===== src/rtl/debug_pkg.sv =====
// Shared types and clock-derived timing defaults for the debug single-step controller.
package debug_pkg;

  typedef enum logic [1:0] {
    IDLE,
    HELD,
    REPEAT
  } step_state_t;

  localparam int CLK_HZ           = 50_000_000;
  localparam int DEBOUNCE_MS      = 10;
  localparam int REPEAT_DELAY_MS  = 500;
  localparam int REPEAT_PERIOD_MS = 100;

  function automatic int ms_to_cycles(input int clk_hz, input int ms);
    return (clk_hz / 1000) * ms;
  endfunction

endpackage


===== src/rtl/debug_step_ctrl_if.sv =====
// Board-side signal bundle of the step controller: raw key/switch in, step enable and status out.
interface debug_step_ctrl_if #(
  parameter int CNT_W = 16
);

  logic             key_n_i;
  logic             run_mode_i;
  logic             step_en_o;
  logic             key_level_o;
  logic             run_mode_o;
  logic [CNT_W-1:0] step_count_o;

  modport master (
    output key_n_i,
    output run_mode_i,
    input  step_en_o,
    input  key_level_o,
    input  run_mode_o,
    input  step_count_o
  );

  modport slave (
    input  key_n_i,
    input  run_mode_i,
    output step_en_o,
    output key_level_o,
    output run_mode_o,
    output step_count_o
  );

endinterface


===== src/rtl/key_debouncer.sv =====
// Two-flop synchronizer plus debounce counter for an active-low pushbutton.
// key_level changes 2 + DEBOUNCE_CYCLES edges after the first edge sampling a new raw level.
module key_debouncer #(
  parameter int DEBOUNCE_CYCLES = 500000
) (
  input  logic clk,
  input  logic reset,
  input  logic key_n,
  output logic key_level
);

  localparam int DW = $clog2(DEBOUNCE_CYCLES + 1);

  logic [1:0]    sync;
  logic [DW-1:0] cnt;

  // The counter must run through DEBOUNCE_CYCLES before the level is accepted,
  // so a glitch shorter than that never reaches key_level.
  always_ff @(posedge clk) begin
    if (reset) begin
      sync      <= 2'b00;
      cnt       <= '0;
      key_level <= 1'b0;
    end else begin
      sync <= {sync[0], ~key_n};
      if (sync[1] == key_level) begin
        cnt <= '0;
      end else if (cnt == DW'(DEBOUNCE_CYCLES)) begin
        key_level <= ~key_level;
        cnt       <= '0;
      end else begin
        cnt <= cnt + 1'b1;
      end
    end
  end

endmodule


===== src/rtl/debug_step_ctrl.sv =====
// Turns a debounced pushbutton into single-cycle core clock enables with hold-to-repeat,
// or a constant enable in free-run mode; step_en is combinational from registered state.
module debug_step_ctrl
  import debug_pkg::*;
#(
  parameter int DEBOUNCE_CYCLES = ms_to_cycles(CLK_HZ, DEBOUNCE_MS),
  parameter int REPEAT_DELAY    = ms_to_cycles(CLK_HZ, REPEAT_DELAY_MS),
  parameter int REPEAT_PERIOD   = ms_to_cycles(CLK_HZ, REPEAT_PERIOD_MS),
  parameter int CNT_W           = 16
) (
  input  logic               clk,
  input  logic               reset,
  debug_step_ctrl_if.slave   bus
);

  localparam int RMAX = (REPEAT_DELAY > REPEAT_PERIOD) ? REPEAT_DELAY : REPEAT_PERIOD;
  localparam int RW   = (RMAX > 1) ? $clog2(RMAX) : 1;
  localparam logic [RW-1:0] DELAY_LAST  = (REPEAT_DELAY == 0) ? '0 : RW'(REPEAT_DELAY - 1);
  localparam logic [RW-1:0] PERIOD_LAST = RW'(REPEAT_PERIOD - 1);

  logic [1:0]       mode_sync;
  logic             run_mode;
  logic             key_level;
  step_state_t      state;
  step_state_t      state_nxt;
  logic [RW-1:0]    rcnt;
  logic [RW-1:0]    rcnt_nxt;
  logic             suppress;
  logic             suppress_nxt;
  logic             pulse;
  logic             step_en;
  logic [CNT_W-1:0] count;

  key_debouncer #(
    .DEBOUNCE_CYCLES(DEBOUNCE_CYCLES)
  ) u_key (
    .clk       (clk),
    .reset     (reset),
    .key_n     (bus.key_n_i),
    .key_level (key_level)
  );

  assign run_mode = mode_sync[1];

  always_comb begin
    state_nxt = state;
    rcnt_nxt  = rcnt;
    pulse     = 1'b0;
    case (state)
      IDLE: begin
        rcnt_nxt = '0;
        if (key_level) begin
          pulse     = 1'b1;
          state_nxt = HELD;
        end
      end
      HELD: begin
        if (!key_level) begin
          state_nxt = IDLE;
          rcnt_nxt  = '0;
        end else if (REPEAT_DELAY != 0) begin
          if (rcnt == DELAY_LAST) begin
            pulse     = 1'b1;
            state_nxt = REPEAT;
            rcnt_nxt  = '0;
          end else begin
            rcnt_nxt = rcnt + 1'b1;
          end
        end
      end
      REPEAT: begin
        if (!key_level) begin
          state_nxt = IDLE;
          rcnt_nxt  = '0;
        end else if (rcnt == PERIOD_LAST) begin
          pulse    = 1'b1;
          rcnt_nxt = '0;
        end else begin
          rcnt_nxt = rcnt + 1'b1;
        end
      end
      default: begin
        state_nxt = IDLE;
        rcnt_nxt  = '0;
      end
    endcase
    // A press that began (or was still held) in run mode stays silent until released.
    suppress_nxt = (state_nxt != IDLE) && (suppress || run_mode);
    step_en      = run_mode || (pulse && !suppress);
  end

  always_ff @(posedge clk) begin
    if (reset) begin
      mode_sync <= 2'b00;
      state     <= IDLE;
      rcnt      <= '0;
      suppress  <= 1'b0;
      count     <= '0;
    end else begin
      mode_sync <= {mode_sync[0], bus.run_mode_i};
      state     <= state_nxt;
      rcnt      <= rcnt_nxt;
      suppress  <= suppress_nxt;
      if (step_en && !run_mode) begin
        count <= count + 1'b1;
      end
    end
  end

  assign bus.step_en_o    = step_en;
  assign bus.key_level_o  = key_level;
  assign bus.run_mode_o   = run_mode;
  assign bus.step_count_o = count;

endmodule


===== src/flat_wrapper.sv =====
// flat-port wrapper written by rule: the top's interface ports become plain ports
module debug_step_ctrl_flat import debug_pkg::*;
#(
  parameter int DEBOUNCE_CYCLES = ms_to_cycles(CLK_HZ, DEBOUNCE_MS),
  parameter int REPEAT_DELAY    = ms_to_cycles(CLK_HZ, REPEAT_DELAY_MS),
  parameter int REPEAT_PERIOD   = ms_to_cycles(CLK_HZ, REPEAT_PERIOD_MS),
  parameter int CNT_W           = 16
)
  (clk, reset, bus_key_n_i, bus_run_mode_i, bus_step_en_o, bus_key_level_o, bus_run_mode_o, bus_step_count_o);
  debug_step_ctrl_if #(.CNT_W(CNT_W)) bus_i ();
  input  logic clk;
  input  logic reset;
  input wire logic [$bits(bus_i.key_n_i)-1:0] bus_key_n_i;
  input wire logic [$bits(bus_i.run_mode_i)-1:0] bus_run_mode_i;
  output wire logic [$bits(bus_i.step_en_o)-1:0] bus_step_en_o;
  output wire logic [$bits(bus_i.key_level_o)-1:0] bus_key_level_o;
  output wire logic [$bits(bus_i.run_mode_o)-1:0] bus_run_mode_o;
  output wire logic [$bits(bus_i.step_count_o)-1:0] bus_step_count_o;
  assign bus_i.key_n_i = bus_key_n_i;
  assign bus_i.run_mode_i = bus_run_mode_i;
  assign bus_step_en_o = bus_i.step_en_o;
  assign bus_key_level_o = bus_i.key_level_o;
  assign bus_run_mode_o = bus_i.run_mode_o;
  assign bus_step_count_o = bus_i.step_count_o;
  debug_step_ctrl #(.DEBOUNCE_CYCLES(DEBOUNCE_CYCLES), .REPEAT_DELAY(REPEAT_DELAY), .REPEAT_PERIOD(REPEAT_PERIOD), .CNT_W(CNT_W)) u_core (.clk(clk), .reset(reset), .bus(bus_i));
endmodule

===== config.mk =====
export PLATFORM = sky130hd
export DESIGN_NAME = debug_step_ctrl_flat
export DESIGN_NICKNAME = d
export VERILOG_FILES = /design/src/rtl/debug_pkg.sv /design/src/rtl/debug_step_ctrl_if.sv /design/src/rtl/key_debouncer.sv /design/src/rtl/debug_step_ctrl.sv /design/src/flat_wrapper.sv
export SDC_FILE = /design/constraint.sdc
export NUM_CORES = 1
export LEC_CHECK = 0
export CAP_MARGIN = 20
export CORE_MARGIN = 3
export CORE_UTILIZATION = 45
export DETAILED_ROUTE_END_ITERATION = 6
export SLEW_MARGIN = 20
export SYNTH_ARGS = -nofsm -noshare
export SYNTH_HDL_FRONTEND = slang
export SYNTH_SLANG_ARGS = --single-unit

===== constraint.sdc =====
create_clock -name clk -period 4.3 [get_ports clk]
set_input_delay 0.86 -clock clk [delete_from_list [all_inputs] [get_ports clk]]
set_output_delay 0.86 -clock clk [all_outputs]
set_load 0.01 [all_outputs]

; After elaboration in Yosys (flattened, before gate mapping)
; Cells that the tools add are included.
[totals]
ff_bits = 68
input_bits = 4
output_inout_bits = 19
word_cells = 47
[classes]
add_sub_neg = 3
eq_ne = 6
n_mux = 16
n_bitwise = 3
reduce_logical = 11
[ops]
columns = cell, n
row1 = $mux 25, 4
row2 = $pmux 25 s2, 1
row3 = $add 25x1->25 const B, 1
row4 = $eq 25x23->1 const B, 1
row5 = $eq 25x25->1 const B, 1
row6 = $add 19x1->19 const B, 1
row7 = $eq 19x19->1 const B, 1
row8 = $add 16x1->16 const B, 1
row9 = $mux 2, 4
row10 = $pmux 2 s3, 1
row11 = $mux 1, 5
row12 = $logic_and 1x1->1, 3
row13 = $not 1->1, 3
row14 = $pmux 1 s3, 1
row15 = $reduce_or 3->1, 1
row16 = $eq 2x1->1 const B, 1
row17 = $eq 2x2->1 const B, 1
row18 = $logic_not 1->1, 2
row19 = $logic_not 2->1, 1
row20 = $logic_or 1x1->1, 2
row21 = $reduce_and 2->1, 1
row22 = $reduce_bool 2->1, 1
row23 = $eq 1x1->1, 1

; Longest topological paths before layout
[depth]
ltp_word = 7
mapped_depth = 8
ltp_nobuf = 8

; By module
; A second synthesis with hierarchy kept.
[unflattened]
hier_cells = 394
hier_area_um2 = 3414.5
[modules_own_cells]
columns = mod, instances, cells_per_inst, area_each_um2, seq_area_each_um2
row1 = debug_step_ctrl, 1, 284, 2423.6, 920.9
row2 = key_debouncer, 1, 110, 991.0, 440.4

; Least setup slack after synthesis
; OpenSTA, ideal clock, no wires.
[synth_path]
path_kind = reg-to-output
from = register u_core.state[0]
to = output bus_step_en_o
arrival_ns = 1.540
required_time_ns = 3.440
setup_slack_ns = 1.900
stages_incl_launch_ff = 8
n_path_buf = 0
cell_sequence = dfxtp_1 > inv_1 > ha_1 > nor4b_2 > nand4_2 > a211oi_1 > o21ai_0 > nand2b_1
[synth_between]
elab_chain_len = 4
elab_cells_between_ends = 6
classes_between = 2 x eq/ne / 1 x mux / 3 x reduce/logical
[synth_lines]
columns = item, line_no
row1 = "start, declared", debug_step_ctrl.sv:24  ; step_state_t state;
row2 = "start signal, assigned", debug_step_ctrl.sv:101  ; state <= state_nxt;
row3 = $eq 2x2->1 (tied with other cells), debug_step_ctrl.sv:49  ; case (state)
row4 = $pmux 1 s3 (*), debug_step_ctrl.sv:49
row5 = $logic_and 1x1->1 (*), debug_step_ctrl.sv:89  ; step_en = run_mode || (pulse && !suppress);
row6 = $logic_or 1x1->1 (*), debug_step_ctrl.sv:89
row7 = "end, declared", flat_wrapper.sv:15  ; output wire logic [$bits(bus_i.step_en_o)-1:0] bus_step_en_o;
; Mark *: on every way between the ends. The rest lies on a longest branch, timed or not.

; Worst setup path in the final report
; Same ends and word-level chain as after synthesis.

==> load_flow_metrics.sql <==
INSERT INTO impl_metrics (metric_group, metric, value, unit) VALUES
('critical_path', 'critPathMaxStageDelay', '540', 'ps'),
('finish', 'diodes', '0', ''),
('synth', 'seq_area_frac_synth', '0.427', ''),
('critical_path', 'worstSetupEndpointType', 'output pin', ''),
('power', 'portion_of_total_power_attributed_to_the_clock_network', '0.468', ''),
('sta', 'finalSetupViolCount', '0', ''),
('critical_path', 'timing.critical_path.required', '3440', 'ps'),
('synth', 'synth_edf_count', '0', ''),
('finish', 'post-route-util', '0.543', ''),
('detailed_routing', 'drt-wirelength-per-cell', '12.1', 'microns'),
('synth', 'synth.yosys.warnings', '0', ''),
('place', 'numPortBuffers', '22', ''),
('cts', 'cts_buffers', '9', ''),
('synth', 'yosysMostFrequentCell', 'sky130_fd_sc_hd__nor2_1', ''),
('detailed_routing', 'drt-pass1-iter-count', '5', ''),
('die', 'dieWidth', '90.2', 'microns'),
('power', 'relative_contribution_of_sequential_cells_to_total_power', '0.521', ''),
('power', 'swShare', '0.207', ''),
('sta', 'setup_total_negative_slack', '0', 'ps'),
('cts', 'clock-root-buffer', 'sky130_fd_sc_hd__clkbuf_8', ''),
('finish', 'final_net_count', '397', ''),
('power', 'power_per_cell_area', '327', 'nW/um^2'),
('sta', 'fmax', '0.289', 'GHz'),
('outcome', 'run_status', 'complete, no violations', ''),
('cts', 'clkTransAtPathRegs', '80', 'ps'),
('finish', 'layout_stage_area_growth_over_the_synthesis_result', '16.3', '%'),
('power', 'internal_power', '0.000961', 'W'),
('critical_path', 'cp-start-kind', 'flip-flop', ''),
('critical_path', 'critical_path.top_delay_family', 'buffers and inverters', ''),
('global_routing', 'leftover_overflow_at_the_end_of_global_routing', '0', ''),
('die', 'initial_utilization', '0.467', ''),
('sta', 'final_worst_path_period_share', '0.804', ''),
('global_routing', 'maximum_number_of_pins_on_one_net_before_global_route_repair', '28', ''),
('global_routing', 'grt_antenna_before_repair', '0', ''),
('place', 'post_detail_place_hpwl', '4150', 'microns'),
('place', 'dpl-instance-area', '3490', 'sq um'),
('cts', 'h_tree_lvl_count', '3', ''),
('power', 'peak_supply_drop', '0.218', 'mV'),
('synth', 'postSynthAreaPerCell', '8.88', 'sq um'),
('synth', 'synth_top_flop_cell', 'sky130_fd_sc_hd__dfxtp_1', ''),
('sta', 'fin_crit', '3460', 'ps'),
('sta', 'rsz_0062_raised_after_global_routing', 'no', ''),
('cts', 'post_cts_resized', '0', ''),
('detailed_routing', 'route.antenna.remaining_nets', '0', ''),
('power', 'total_leakage_power', '1.22', 'nW'),
('detailed_routing', 'vias_per_cell', '5.06', ''),
('synth', 'synth.cell_area', '3190', 'sq um'),
('critical_path', 'crit_path_cell_trace', 'inv_1, ha_1, nor4b_2, nand4_2, a211oi_1, o21ai_0, nand2b_1, clkdlybuf4s50_1', ''),
('critical_path', 'worstSetupPathDepth', '8', ''),
('critical_path', 'path_max_fanout', '5', ''),
('global_routing', 'global_route.usage.total', '0.156', ''),
('die', 'ios', '23', ''),
('global_routing', 'grt_pass1_wl', '10500', 'microns'),
('global_routing', 'grt_pass1_vias', '2312', ''),
('worst_hold_path', 'min_delay_path_depth', '1', ''),
('critical_path', 'cp.buffers_inverters', '2', ''),
('cts', 'clockBufferDepth', '2', ''),
('synth', 'synth.area.top_cells', 'sky130_fd_sc_hd__dfxtp_1 43%, sky130_fd_sc_hd__xor2_1 9.1%, sky130_fd_sc_hd__nor2_1 8.1%', ''),
('synth', 'post-synth-top-area-fraction', '0.427', ''),
('cts', 'clock_latency', '340', 'ps'),
('die', 'core.rowCount', '30', ''),
('die', 'die_height', '90.2', 'microns'),
('power', 'p_switching', '0.000252', 'W'),
('sta', 'layout_setup_ws', '842', 'ps'),
('synth', 'synth_cell_type_count', '47', ''),
('finish', 'final_cell_area', '3710', 'sq um'),
('run', 'maxCapViolCount', '0', ''),
('sta', 'worst_pin_slew', '786', 'ps'),
('synth', 'syn-num-nets', '371', ''),
('place', 'routabilityCongestion', '0.792', ''),
('die', 'fp.coreArea', '6830', 'sq um');
state kept, by name (all words and copies together) (netlist names):
signal and count:
u_core.bus.step_count_o 16, u_core.u_key.sync 2, u_core.mode_sync 2, u_core.suppress 1
u_core.u_key.key_level 1, u_core.state 2, u_core.rcnt 25, u_core.u_key.cnt 19
path summary, 6_finish.rpt:
check	startpoint	endpoint	slack (ps)
setup reg to reg	u_core.rcnt[0]$_SDFF_PP0_	u_core.rcnt[23]$_SDFF_PP0_	1910
hold / removal	u_core.mode_sync[0]$_SDFF_PP0_	u_core.mode_sync[1]$_SDFF_PP0_	440
hold reg to reg	u_core.mode_sync[0]$_SDFF_PP0_	u_core.mode_sync[1]$_SDFF_PP0_	440
setup / recovery	u_core.state[0]$_SDFF_PP0_	bus_step_en_o	840
routing by layer:
metal | vias to the layer above | global-route usage | wire length [microns]
met5 | - | 0 | 0
met4 | 0 | 0.0599 | 95
met3 | 10 | 0.0477 | 162
met2 | 32 | 0.253 | 2790
met1 | 1148 | 0.194 | 2830
li1 | 1271 | - | -
power by group through the flow:
stage,clock network (W),logic [W],registers [W]
detailed placement,0,0.0000133,0.000647
global placement,0,0.0000132,0.000647
floorplan,0,0.00000720,0.000647
global route,0.000616,0.0000143,0.000633
CTS,0.000587,0.0000133,0.000632
finish,0.000567,0.0000131,0.000633
cell type report:
cell class	instances	area (sq um)
inverters	11	41.3
fillers	661	3120
well taps	96	120
clock buffers	9	124
multi-input cells	272	1740
clock inverters	7	91.3
repair buffers	23	228
flip-flops and latches	68	1360
stage by stage:
stage | hold slack (ps) | cells
detailed placement | 425 | 470
floorplan | 414 | 359
global route | 465 | 486
CTS | 437 | 486
global placement | 423 | 470
finish | 440 | 486
cell usage in the layout (no fill, tap or decap), types with 4 or more instances in the layout:
master	n
sky130_fd_sc_hd__a21oi_1	7
sky130_fd_sc_hd__and2_1	6
sky130_fd_sc_hd__and3_1	9
sky130_fd_sc_hd__clkbuf_8	9
sky130_fd_sc_hd__clkdlybuf4s50_1	22
sky130_fd_sc_hd__dfxtp_1	68
sky130_fd_sc_hd__ha_1	8
sky130_fd_sc_hd__inv_1	11
sky130_fd_sc_hd__nand2_1	20
sky130_fd_sc_hd__nand3_1	22
sky130_fd_sc_hd__nand4_1	12
sky130_fd_sc_hd__nor2_1	69
sky130_fd_sc_hd__nor2b_1	4
sky130_fd_sc_hd__nor3_1	10
sky130_fd_sc_hd__o21ai_0	9
sky130_fd_sc_hd__or3_1	4
sky130_fd_sc_hd__xnor2_1	19
sky130_fd_sc_hd__xor2_1	33
kinds of logic after synthesis:
family | Yosys count | synth area share
AND/OR/NAND/NOR | 179 | 0.300
flip-flops | 68 | 0.427
multiplexers | 3 | 0.00981
buffers and inverters | 19 | 0.0263
XOR/XNOR | 52 | 0.143
adder cells (fa/ha/maj) | 8 | 0.0314
AO/OA/AOI/OAI | 30 | 0.0632
worst register-to-register path, stage by stage (launching register included):
cell and delay [ps]:
sky130_fd_sc_hd__dfxtp_1 400, sky130_fd_sc_hd__ha_1 230, sky130_fd_sc_hd__and2_1 210, sky130_fd_sc_hd__nand4_2 230
sky130_fd_sc_hd__o31ai_1 370, sky130_fd_sc_hd__a211o_1 700, sky130_fd_sc_hd__nor2_1 120
No activity file was read; power rests on OpenSTA's default activity.
